==> src/rtl/usr_irq_responder.sv <==
// rtl/usr_irq_responder.sv - user-interrupt responder: request FIFO, delayed ack/fail, status counters
module usr_irq_responder #(
  parameter int FIFO_DEPTH = 4,
  parameter int CNT_W      = 16
) (
  input  logic             axil_aclk,
  input  logic             axil_areset,
  input  logic             usr_irq_in_vld,
  input  logic [11:0]      usr_irq_in_vec,
  input  logic [7:0]       usr_irq_in_fnc,
  output logic             usr_irq_out_ack,
  output logic             usr_irq_out_fail,
  input  logic             cfg_enable,
  input  logic [7:0]       cfg_ack_delay,
  input  logic [7:0]       cfg_max_fnc,
  input  logic             cfg_force_fail,
  output logic             stat_busy,
  output logic [2:0]       stat_level,
  output logic [11:0]      stat_last_vec,
  output logic [7:0]       stat_last_fnc,
  output logic [CNT_W-1:0] stat_ack_cnt,
  output logic [CNT_W-1:0] stat_fail_cnt,
  output logic [CNT_W-1:0] stat_drop_cnt
);

  localparam int PTR_W = $clog2(FIFO_DEPTH);
  localparam int LVL_W = $clog2(FIFO_DEPTH) + 1;

  typedef enum logic [1:0] {
    S_IDLE = 2'd0,
    S_WAIT = 2'd1,
    S_RESP = 2'd2
  } state_t;

  state_t             state_q, state_d;
  logic [19:0]        mem_q [FIFO_DEPTH];
  logic [PTR_W-1:0]   wr_ptr_q, wr_ptr_d;
  logic [PTR_W-1:0]   rd_ptr_q, rd_ptr_d;
  logic [LVL_W-1:0]   level_q, level_d;
  logic [7:0]         wait_q, wait_d;
  logic               fail_q, fail_d;
  logic [11:0]        cur_vec_q, cur_vec_d;
  logic [7:0]         cur_fnc_q, cur_fnc_d;
  logic [11:0]        last_vec_q, last_vec_d;
  logic [7:0]         last_fnc_q, last_fnc_d;
  logic [CNT_W-1:0]   ack_cnt_q, ack_cnt_d;
  logic [CNT_W-1:0]   fail_cnt_q, fail_cnt_d;
  logic [CNT_W-1:0]   drop_cnt_q, drop_cnt_d;

  logic               pop;
  logic               push;
  logic               drop;
  logic [19:0]        head;
  logic               ack_pulse;
  logic               fail_pulse;

  function automatic logic [CNT_W-1:0] sat_inc(input logic [CNT_W-1:0] c);
    return (c == {CNT_W{1'b1}}) ? c : c + 1'b1;
  endfunction

  assign head = mem_q[rd_ptr_q];
  assign pop  = (state_q == S_IDLE) && (level_q != '0);
  // A pop frees a slot in the same cycle, so a full FIFO can still accept.
  assign push = usr_irq_in_vld && cfg_enable &&
                ((level_q < LVL_W'(FIFO_DEPTH)) || pop);
  assign drop = usr_irq_in_vld && !push;

  always_comb begin
    wr_ptr_d = wr_ptr_q;
    rd_ptr_d = rd_ptr_q;
    level_d  = level_q;
    if (push) begin
      wr_ptr_d = wr_ptr_q + 1'b1;
    end
    if (pop) begin
      rd_ptr_d = rd_ptr_q + 1'b1;
    end
    case ({push, pop})
      2'b10:   level_d = level_q + 1'b1;
      2'b01:   level_d = level_q - 1'b1;
      default: level_d = level_q;
    endcase
  end

  always_comb begin
    state_d    = state_q;
    wait_d     = wait_q;
    fail_d     = fail_q;
    cur_vec_d  = cur_vec_q;
    cur_fnc_d  = cur_fnc_q;
    ack_pulse  = 1'b0;
    fail_pulse = 1'b0;
    case (state_q)
      S_IDLE: begin
        if (pop) begin
          cur_vec_d = head[19:8];
          cur_fnc_d = head[7:0];
          fail_d    = cfg_force_fail || (head[7:0] > cfg_max_fnc);
          wait_d    = cfg_ack_delay;
          state_d   = S_WAIT;
        end
      end
      S_WAIT: begin
        if (wait_q == 8'd0) begin
          state_d = S_RESP;
        end else begin
          wait_d = wait_q - 8'd1;
        end
      end
      S_RESP: begin
        ack_pulse  = !fail_q;
        fail_pulse = fail_q;
        state_d    = S_IDLE;
      end
      default: begin
        state_d = S_IDLE;
      end
    endcase
  end

  always_comb begin
    last_vec_d = last_vec_q;
    last_fnc_d = last_fnc_q;
    ack_cnt_d  = ack_cnt_q;
    fail_cnt_d = fail_cnt_q;
    drop_cnt_d = drop_cnt_q;
    if (state_q == S_RESP) begin
      last_vec_d = cur_vec_q;
      last_fnc_d = cur_fnc_q;
      if (fail_q) begin
        fail_cnt_d = sat_inc(fail_cnt_q);
      end else begin
        ack_cnt_d = sat_inc(ack_cnt_q);
      end
    end
    if (drop) begin
      drop_cnt_d = sat_inc(drop_cnt_q);
    end
  end

  always_ff @(posedge axil_aclk or posedge axil_areset) begin
    if (axil_areset) begin
      state_q    <= S_IDLE;
      wr_ptr_q   <= '0;
      rd_ptr_q   <= '0;
      level_q    <= '0;
      wait_q     <= '0;
      fail_q     <= 1'b0;
      cur_vec_q  <= '0;
      cur_fnc_q  <= '0;
      last_vec_q <= '0;
      last_fnc_q <= '0;
      ack_cnt_q  <= '0;
      fail_cnt_q <= '0;
      drop_cnt_q <= '0;
      for (int i = 0; i < FIFO_DEPTH; i++) begin
        mem_q[i] <= '0;
      end
    end else begin
      state_q    <= state_d;
      wr_ptr_q   <= wr_ptr_d;
      rd_ptr_q   <= rd_ptr_d;
      level_q    <= level_d;
      wait_q     <= wait_d;
      fail_q     <= fail_d;
      cur_vec_q  <= cur_vec_d;
      cur_fnc_q  <= cur_fnc_d;
      last_vec_q <= last_vec_d;
      last_fnc_q <= last_fnc_d;
      ack_cnt_q  <= ack_cnt_d;
      fail_cnt_q <= fail_cnt_d;
      drop_cnt_q <= drop_cnt_d;
      if (push) begin
        mem_q[wr_ptr_q] <= {usr_irq_in_vec, usr_irq_in_fnc};
      end
    end
  end

  // Pulses decode straight from state so an async reset kills them at once.
  assign usr_irq_out_ack  = ack_pulse;
  assign usr_irq_out_fail = fail_pulse;
  assign stat_busy        = (level_q != '0) || (state_q != S_IDLE);
  assign stat_level       = 3'(level_q);
  assign stat_last_vec    = last_vec_q;
  assign stat_last_fnc    = last_fnc_q;
  assign stat_ack_cnt     = ack_cnt_q;
  assign stat_fail_cnt    = fail_cnt_q;
  assign stat_drop_cnt    = drop_cnt_q;

endmodule

==> config.mk <==
export PLATFORM = sky130hd
export DESIGN_NAME = usr_irq_responder
export DESIGN_NICKNAME = d
export VERILOG_FILES = /design/src/rtl/usr_irq_responder.sv
export SDC_FILE = /design/constraint.sdc
export NUM_CORES = 1
export LEC_CHECK = 0
export ABC_AREA = 1
export CAP_MARGIN = 40
export CORE_UTILIZATION = 30
export DETAILED_ROUTE_END_ITERATION = 16
export PLACE_DENSITY = 0.54
export SLEW_MARGIN = 15
export SYNTH_ARGS = -nofsm -noshare
export SYNTH_HDL_FRONTEND = slang
export SYNTH_SLANG_ARGS = --single-unit
==> constraint.sdc <==
create_clock -name axil_aclk -period 13.3 [get_ports axil_aclk]
set_input_delay 1.995 -clock axil_aclk [delete_from_list [all_inputs] [get_ports axil_aclk]]
set_output_delay 1.995 -clock axil_aclk [all_outputs]
set_load 0.02 [all_outputs]
==> results of run 1 <==
[state kept, by name, summed over array words and instances, names as in the netlist]
name,cells
mem_q,80
stat_ack_cnt,16
stat_drop_cnt,16
stat_fail_cnt,16
cur_vec_q,12
stat_last_vec,12
cur_fnc_q,8
stat_last_fnc,8
wait_q,8
stat_level,3
rd_ptr_q,2
state_q,2
wr_ptr_q,2
fail_q,1
[worst min-delay path, delay by kind of cell (launching register included)]
| kind | cells | cell delay, ns |
|---|---|---|
| flops | 1 | 0.34 |
| simple gates | 1 | 0.05 |
| compound gates | 1 | 0.05 |
[worst min-delay path by stage]
stage	startpoint	to	slack, ns	cells past startpoint
global route	mem_q[43]	mem_q[43]	0.50	2
detailed placement	mem_q[24]	mem_q[24]	0.47	2
floorplan	mem_q[20]	mem_q[20]	0.45	2
CTS	mem_q[29]	mem_q[29]	0.48	2
finish	mem_q[51]	mem_q[51]	0.48	2
global placement	mem_q[50]	mem_q[50]	0.46	2
[metal layers]
layer / GRT usage [%] / wire length (um) / up-vias
met4: 4.42 / 233 / 0
met5: 0 / 0 / -
li1: - / - / 3776
met2: 23.4 / 9800 / 120
met3: 2.32 / 774 / 17
met1: 20.0 / 10600 / 3449
[power by group]
group          switching [mW]  leakage, nW  internal [mW]
registers               0.110         2.42          0.760
logic                   0.443         2.44          0.275
clock network           0.215        0.290          0.298
[stage by stage]
stage               instance area [um2]  power (mW)  std cells  hold WS (ns)
floorplan                          9010        1.37       1118         0.448
global placement                  10500        1.59       1589         0.461
detailed placement                10600        1.61       1591         0.468
CTS                               11200        2.13       1623         0.485
global route                      11200        2.28       1623         0.503
finish                            11200        2.10       1623         0.480
[final cells by class]
cell class,instances,area [um2]
clock buffer,23,488
tap,390,488
multi-input combinational,782,3760
inverter,106,405
sequential,186,4650
fill,3057,18400
timing repair buffer,127,1280
clock inverter,9,111
[cell families after synthesis]
logic type	after synthesis	synth area share, %
multiplexers	1	0.125
buffers and inverters	150	6.62
AND/OR/NAND/NOR	506	22.6
adder cells (fa/ha/maj)	19	2.72
flip-flops	186	51.7
AO/OA/AOI/OAI	219	12.7
XOR/XNOR	37	3.60
[cells in the mapped netlist]
| cell type | number | share of area, % |
|---|---|---|
| sky130_fd_sc_hd__dfrtp_1 | 186 | 52 |
| sky130_fd_sc_hd__o21ai_2 | 1 | 0.097 |
| sky130_fd_sc_hd__o21ai_0 | 191 | 11 |
| sky130_fd_sc_hd__nand2_2 | 2 | 0.14 |
| sky130_fd_sc_hd__nor2_2 | 2 | 0.14 |
| sky130_fd_sc_hd__a21oi_1 | 4 | 0.22 |
| sky130_fd_sc_hd__nand3_4 | 1 | 0.19 |
| sky130_fd_sc_hd__inv_4 | 1 | 0.069 |
| sky130_fd_sc_hd__o22ai_1 | 19 | 1.3 |
| sky130_fd_sc_hd__o21ai_4 | 1 | 0.18 |
| sky130_fd_sc_hd__nand3_2 | 1 | 0.11 |
| sky130_fd_sc_hd__nand3_1 | 37 | 2.1 |
| sky130_fd_sc_hd__a21oi_2 | 1 | 0.097 |
| sky130_fd_sc_hd__buf_6 | 3 | 0.37 |
| sky130_fd_sc_hd__a21o_1 | 1 | 0.083 |
| sky130_fd_sc_hd__xor2_1 | 14 | 1.4 |
| sky130_fd_sc_hd__nor3_1 | 4 | 0.22 |
| sky130_fd_sc_hd__mux2_2 | 1 | 0.12 |
| sky130_fd_sc_hd__inv_2 | 1 | 0.042 |
| sky130_fd_sc_hd__clkbuf_1 | 35 | 1.5 |
| sky130_fd_sc_hd__or2_2 | 3 | 0.21 |
| sky130_fd_sc_hd__nand2_1 | 350 | 15 |
| sky130_fd_sc_hd__ha_1 | 18 | 2.5 |
| sky130_fd_sc_hd__inv_1 | 104 | 4.3 |
| sky130_fd_sc_hd__buf_1 | 1 | 0.042 |
| sky130_fd_sc_hd__nor2_4 | 2 | 0.25 |
| sky130_fd_sc_hd__nand3b_1 | 2 | 0.17 |
| sky130_fd_sc_hd__nor2_1 | 95 | 4.0 |
| sky130_fd_sc_hd__fa_1 | 1 | 0.22 |
| sky130_fd_sc_hd__buf_4 | 1 | 0.083 |
| sky130_fd_sc_hd__xnor2_1 | 23 | 2.2 |
| sky130_fd_sc_hd__nand4_1 | 6 | 0.42 |
| sky130_fd_sc_hd__o22a_1 | 1 | 0.097 |
| sky130_fd_sc_hd__buf_2 | 4 | 0.22 |
| sky130_fd_sc_hd__nor3_2 | 1 | 0.11 |
==> results.md, run 1 <==
* Final setup vio count at 0
* WP data required at 11.31 ns
* First-pass detailed-route iteration total at 5
* Endpoint arrival time on the critical path at approximately 2.2 ns
* Core utilization of the finished layout at roughly 38%
* Beginning of the worst register-to-register path: rd_ptr_q[0]
* Worst path setup slack after routing at approximately 9.1 ns
* Number of nets in the layout at about 1.3k
* Startpoint types: flop
* Static leakage at between 5 and 6 nW
* Count of input and output buffers at about 110
* Resize count post-CTS at 0
* Slowest library cell on the worst path: sky130_fd_sc_hd__clkdlybuf4s50_1
* Slew at the pin closest to its max-slew limit at roughly 0.71 ns
* Die ar. at ~31000 um2
* Slew margin rel. at 52.7%
* TritonCTS clock tree: yes
* Final worst clock skew at slightly below 0.009 ns
* Drt drc at 0
* All-Layer GR Usage at between 10% and 20%
* Yosys warning total at 0
* Largest driver fanout on the critical path at between 40 and 50
* Final hold violations at 0
* Top achievable clock speed at ~240 MHz
* Dpl hpwl at approximately 14000 um
* Pin count of the biggest net entering global routing at 59
* I/O pins at between 100 and 150
* Cell Rows at between 60 and 70
* Global-route wire length before repair at between 30000 and 40000 um
* Vias in the first global route at between 6k and 7k
* Netlist Area Pre-Place at 9010 um2
* Largest incremental delay on the critical path at approximately 0.67 ns
* Most common cell after layout, fill and taps aside: sky130_fd_sc_hd__nand2_1
* Maximum vdd ir drop at between 0.09 and 0.1 mV
* Antenna-violating nets left at 0
* Final Wtd Congestion at 0.792
* Register clock-pin slew on the reported worst setup and hold paths at ~0.07 ns
* Logic depth of the worst setup path including buffers at 5
* Number of different library cells in the post-synthesis netlist at 35
* Type of the worst min-delay path: reg2reg
* Die Width at between 150 and 200 um
* Total clock sinks at approximately 190
* Fraction of the yosys area taken by sequential cells at approximately half
* Total overflow reported by the global router at 0
* Fin crit share at 31.2%
* Cells after Synth at around 1.1k
* Number of CTS-inserted buffers at 17
* Final routed wirelength across all metal layers at between 20000 and 25000 um
* Tmin final at around 4.2 ns
* Worst setup EP type: output port
* Core Area at 29600 um2
* Synth Net Count at 1178
* Maximum clock insertion buffer count at 2
* Post-synthesis to final-layout area growth at 24.1%
* N_diodes at 0
* Critical path, cell by cell: inv_1 -> nand2_1 -> buf_4 -> nor2_1 -> clkdlybuf4s50_1
* Power density over cell area at about 190 nW/um2
* Capturing point of the worst reg2reg path: fail_q
* Pre-CTS setup slack at ~9.4 ns
* Fraction of layout instances using a drive strength above 1 at under 10%
* Yosys reg bits at approximately 190
* DIE HEIGHT at between 150 and 200 um
* Cell type group with the largest total delay on the critical path: buffers and inverters
* Drt via density at approximately 4.5
* Final total negative setup slack at 0 ns
* Register-to-register setup slack at 10.62 ns
* Final max-slew violation count at 0
* Max cap viols at 0
* CP Class: reg2out
* Crit path from: state_q[0]
* Register-to-Register Path Depth at 11
* Buffers inserted during post-CTS setup optimization at 0
* Clk_lat worst skew at approximately 0.42 ns
* Buffers and inverters on the worst path at 3
* Commonest cells after routing, fill and taps aside: sky130_fd_sc_hd__nand2_1 (350), sky130_fd_sc_hd__o21ai_0 (191), sky130_fd_sc_hd__dfrtp_1 (186), sky130_fd_sc_hd__clkdlybuf4s50_1 (114), sky130_fd_sc_hd__inv_1 (103)
* RSZ-0062 raised after global routing: false
* Hold buffers post-CTS at 0
* DR iter-0 viols at around 530
* Outcome: finished, final reports clean
* Number of levels the H-tree was split into at 4
* Clock Root Buffer: sky130_fd_sc_hd__clkbuf_16
* Wire length per cell after detailed routing at between 10 and 15 um
* Mean instance size in the synthesized netlist at around 8.1 um2
* Worst setup path end: usr_irq_out_fail
* Antenna violations before repair at 0
* Starting utilization of the core area at a little under a third
* Count of vias placed by the detailed router at between 7k and 8k
(Power assumes the default switching activity.)
==> inputs of run 2 (changes only) <==
--- a/config.mk
+++ b/config.mk
@@ -9,7 +9,7 @@
 export CAP_MARGIN = 40
 export CORE_UTILIZATION = 30
 export DETAILED_ROUTE_END_ITERATION = 16
-export PLACE_DENSITY = 0.54
+export PLACE_DENSITY = 0.55
 export SLEW_MARGIN = 15
 export SYNTH_ARGS = -nofsm -noshare
 export SYNTH_HDL_FRONTEND = slang
==> constraint.sdc (replaced) <==
create_clock -name axil_aclk -period 3.5 [get_ports axil_aclk]
set_input_delay 0.525 -clock axil_aclk [delete_from_list [all_inputs] [get_ports axil_aclk]]
set_output_delay 0.525 -clock axil_aclk [all_outputs]
set_load 0.02 [all_outputs]
==> results.md, run 2 (synthesized netlist as in run 1, its figures left out) <==
* Area of placed instances at 10600 um2 (+0.44%)
* Dpl hpwl at 15200 um (+5.8%)
* Worst slack on hold paths at 0.408 ns (-0.0721 ns)
* Tmin final at between 2 and 3 ns
* Total clock sinks at 186 (unchanged)
* Cell area after layout at 11200 um2 (+0.48%)
* Final Wtd Congestion at 0.800 (+1.0%)
* Slew at the pin closest to its max-slew limit at 0.767 ns (+0.0605 ns)
* Max reg flops at 80 (unchanged)
* Resize count post-CTS at 0 (unchanged)
* Multi-input gate area in the final layout at 3760 um2 (unchanged)
* Largest incremental delay on the critical path at 0.67 ns (about the same)
* Die ar. at 30700 um2 (unchanged)
* Worst setup EP type: output port
* Crit path from: state_q[0]
* Core Area at 29600 um2 (unchanged)
* I/O pins at 115 (unchanged)
* First-pass detailed-route iteration total at 6 (+1)
* Most common cell after layout, fill and taps aside: sky130_fd_sc_hd__nand2_1
* Routing usage on met2 at 24.1% (+0.66 points)
* Vias in the first global route at 7073 (+3.5%)
* Power density over cell area at 714 nW/um2 (+280%)
* Static leakage at 5.18 nW (+0.56%)
* Placed cell count at 1596 (+0.31%)
* Number of nets in the layout at 1285 (+0.39%)
* Die Width at 175 um (unchanged)
* Pin count of the biggest net entering global routing at 42 (-29%)
* Count of input and output buffers at 114 (unchanged)
* CP Class: reg2out
* Outcome: finished, final reports clean
* Cell Count, Final, Fillers Out at 1628 (+0.31%)
* Clk_lat worst skew at 0.42 ns (about the same)
* Critical path, cell by cell: inv_1 -> nand2_1 -> nor2_1 -> clkdlybuf4s50_1
* Slowest library cell on the worst path: sky130_fd_sc_hd__clkdlybuf4s50_1
* Final routed wirelength across all metal layers at 21500 um (+0.25%)
* Largest register by flop count: mem_q
* Fin crit share at around 72%
* Largest driver fanout on the critical path at 3 (-93%)
* Sum of internal, switching and leakage power at 8.03 mW (+280%)
* DIE HEIGHT at 175 um (unchanged)
* Final total negative setup slack at 0 ns (unchanged)
* Antenna-violating nets left at 0 (unchanged)
* Most used routing layer: met2
* Starting utilization of the core area at 30.5% (unchanged)
* Sequential cell area at 4650 um2 (unchanged)
* Beginning of the worst register-to-register path: rd_ptr_q[0]
* Fillcell total at 3065 (+0.26%)
* Met3 track demand over resource at 2.55% (+0.24 points)
* Top achievable clock speed at approximately 400 MHz
* Final setup vio count at 0 (unchanged)
* Register clock-pin slew on the reported worst setup and hold paths at 0.06 ns (about the same)
* Type of the worst min-delay path: in2async
* Post-synthesis to final-layout area growth at 24.7%
* Final worst clock skew at 0.0147 ns (+0.00607 ns)
* Max cap viols at 0 (unchanged)
* Endpoint arrival time on the critical path at 1.98 ns (-0.18 ns)
* N_diodes at 0 (unchanged)
* Drt via density at 4.49 (-1.1%)
* Startpoint types: flop
* Final max-slew violation count at 0 (unchanged)
* Slew margin rel. at 48.8% (-3.9 points)
* Antenna violations before repair at 0 (unchanged)
* TritonCTS clock tree: yes
* Drt drc at 0 (unchanged)
* Fraction of layout instances using a drive strength above 1 at 5.41% (+0.38 points)
* Global-route wire length before repair at 36300 um (+1.5%)
* Final hold violations at 0 (unchanged)
* Cell Rows at 63 (unchanged)
* Register-to-register setup slack at 1.27 ns (-9.35 ns)
* DR iter-0 viols at 515 (-3.0%)
* Number of levels the H-tree was split into at 4 (unchanged)
* Count of vias placed by the detailed router at 7302 (-0.81%)
* Buffers and inverters on the worst path at 2 (-1)
* Commonest cells after routing, fill and taps aside: sky130_fd_sc_hd__nand2_1 (350), sky130_fd_sc_hd__o21ai_0 (191), sky130_fd_sc_hd__dfrtp_1 (186), sky130_fd_sc_hd__clkdlybuf4s50_1 (114), sky130_fd_sc_hd__inv_1 (103)
* Cell type group with the largest total delay on the critical path: buffers and inverters
* GR Util met1 at 20.2% (+0.30 points)
* WP data required at 2.97 ns (-8.34 ns)
* Buffers inserted during post-CTS setup optimization at 0 (unchanged)
* Wire length per cell after detailed routing at 13.2 um (about the same)
* RSZ-0062 raised after global routing: false
* Clock Root Buffer: sky130_fd_sc_hd__clkbuf_16
* Total overflow reported by the global router at 0 (unchanged)
* All-Layer GR Usage at 14.8% (+0.26 points)
* Maximum vdd ir drop at 0.412 mV (+320%)
* Hold buffers post-CTS at 0 (unchanged)
* Maximum clock insertion buffer count at 2 (unchanged)
* Number of CTS-inserted buffers at 17 (unchanged)
[run 2: cell count changes in the layout (fill, tap and decap cells not counted), sizes merged]
cell,change
clkinv,-1
clkbuf,-3
bufinv,+1
inv,+3
buf,+5
[run 2: layout make-up]
type	instances	share of cell area [%]
clock buffer	20	3.98
clock inverter	12	1.43
inverter	106	3.60
multi-input combinational	782	33.4
sequential	186	41.4
tap	390	4.34
timing repair buffer	132	11.8
[run 2: routing by layer]
metal / routed length [um] / vias to the layer above / share of wire, %
met5: 0 / - / 0
met2: 9970 / 116 / 46
met3: 744 / 11 / 3.5
met4: 191 / 0 / 0.89
li1: - / 3780 / -
met1: 10600 / 3395 / 49
[run 2: worst paths after layout]
check,endpoint,depth (start not counted)
max in group asynchronous,cur_vec_q[7],4
setup reg to reg,fail_q,9
hold reg to reg,mem_q[42],2
hold / removal,stat_ack_cnt[0],2
min in group axil_aclk,mem_q[42],2
setup / recovery,usr_irq_out_fail,4
[run 2: where the power goes]
group | internal (mW) | switching [mW] | leakage (nW)
Clock | 1.15 | 0.835 | 0.296
Sequential | 2.89 | 0.422 | 2.42
Combinational | 1.06 | 1.67 | 2.47
[run 2: metrics by stage]
stage,util (%),setup WS [ns]
floorplan,-,0.582
global placement,35.9,1.18
detailed placement,36.0,1.18
CTS,38.0,0.935
global route,38.0,0.850
finish,38.0,0.993
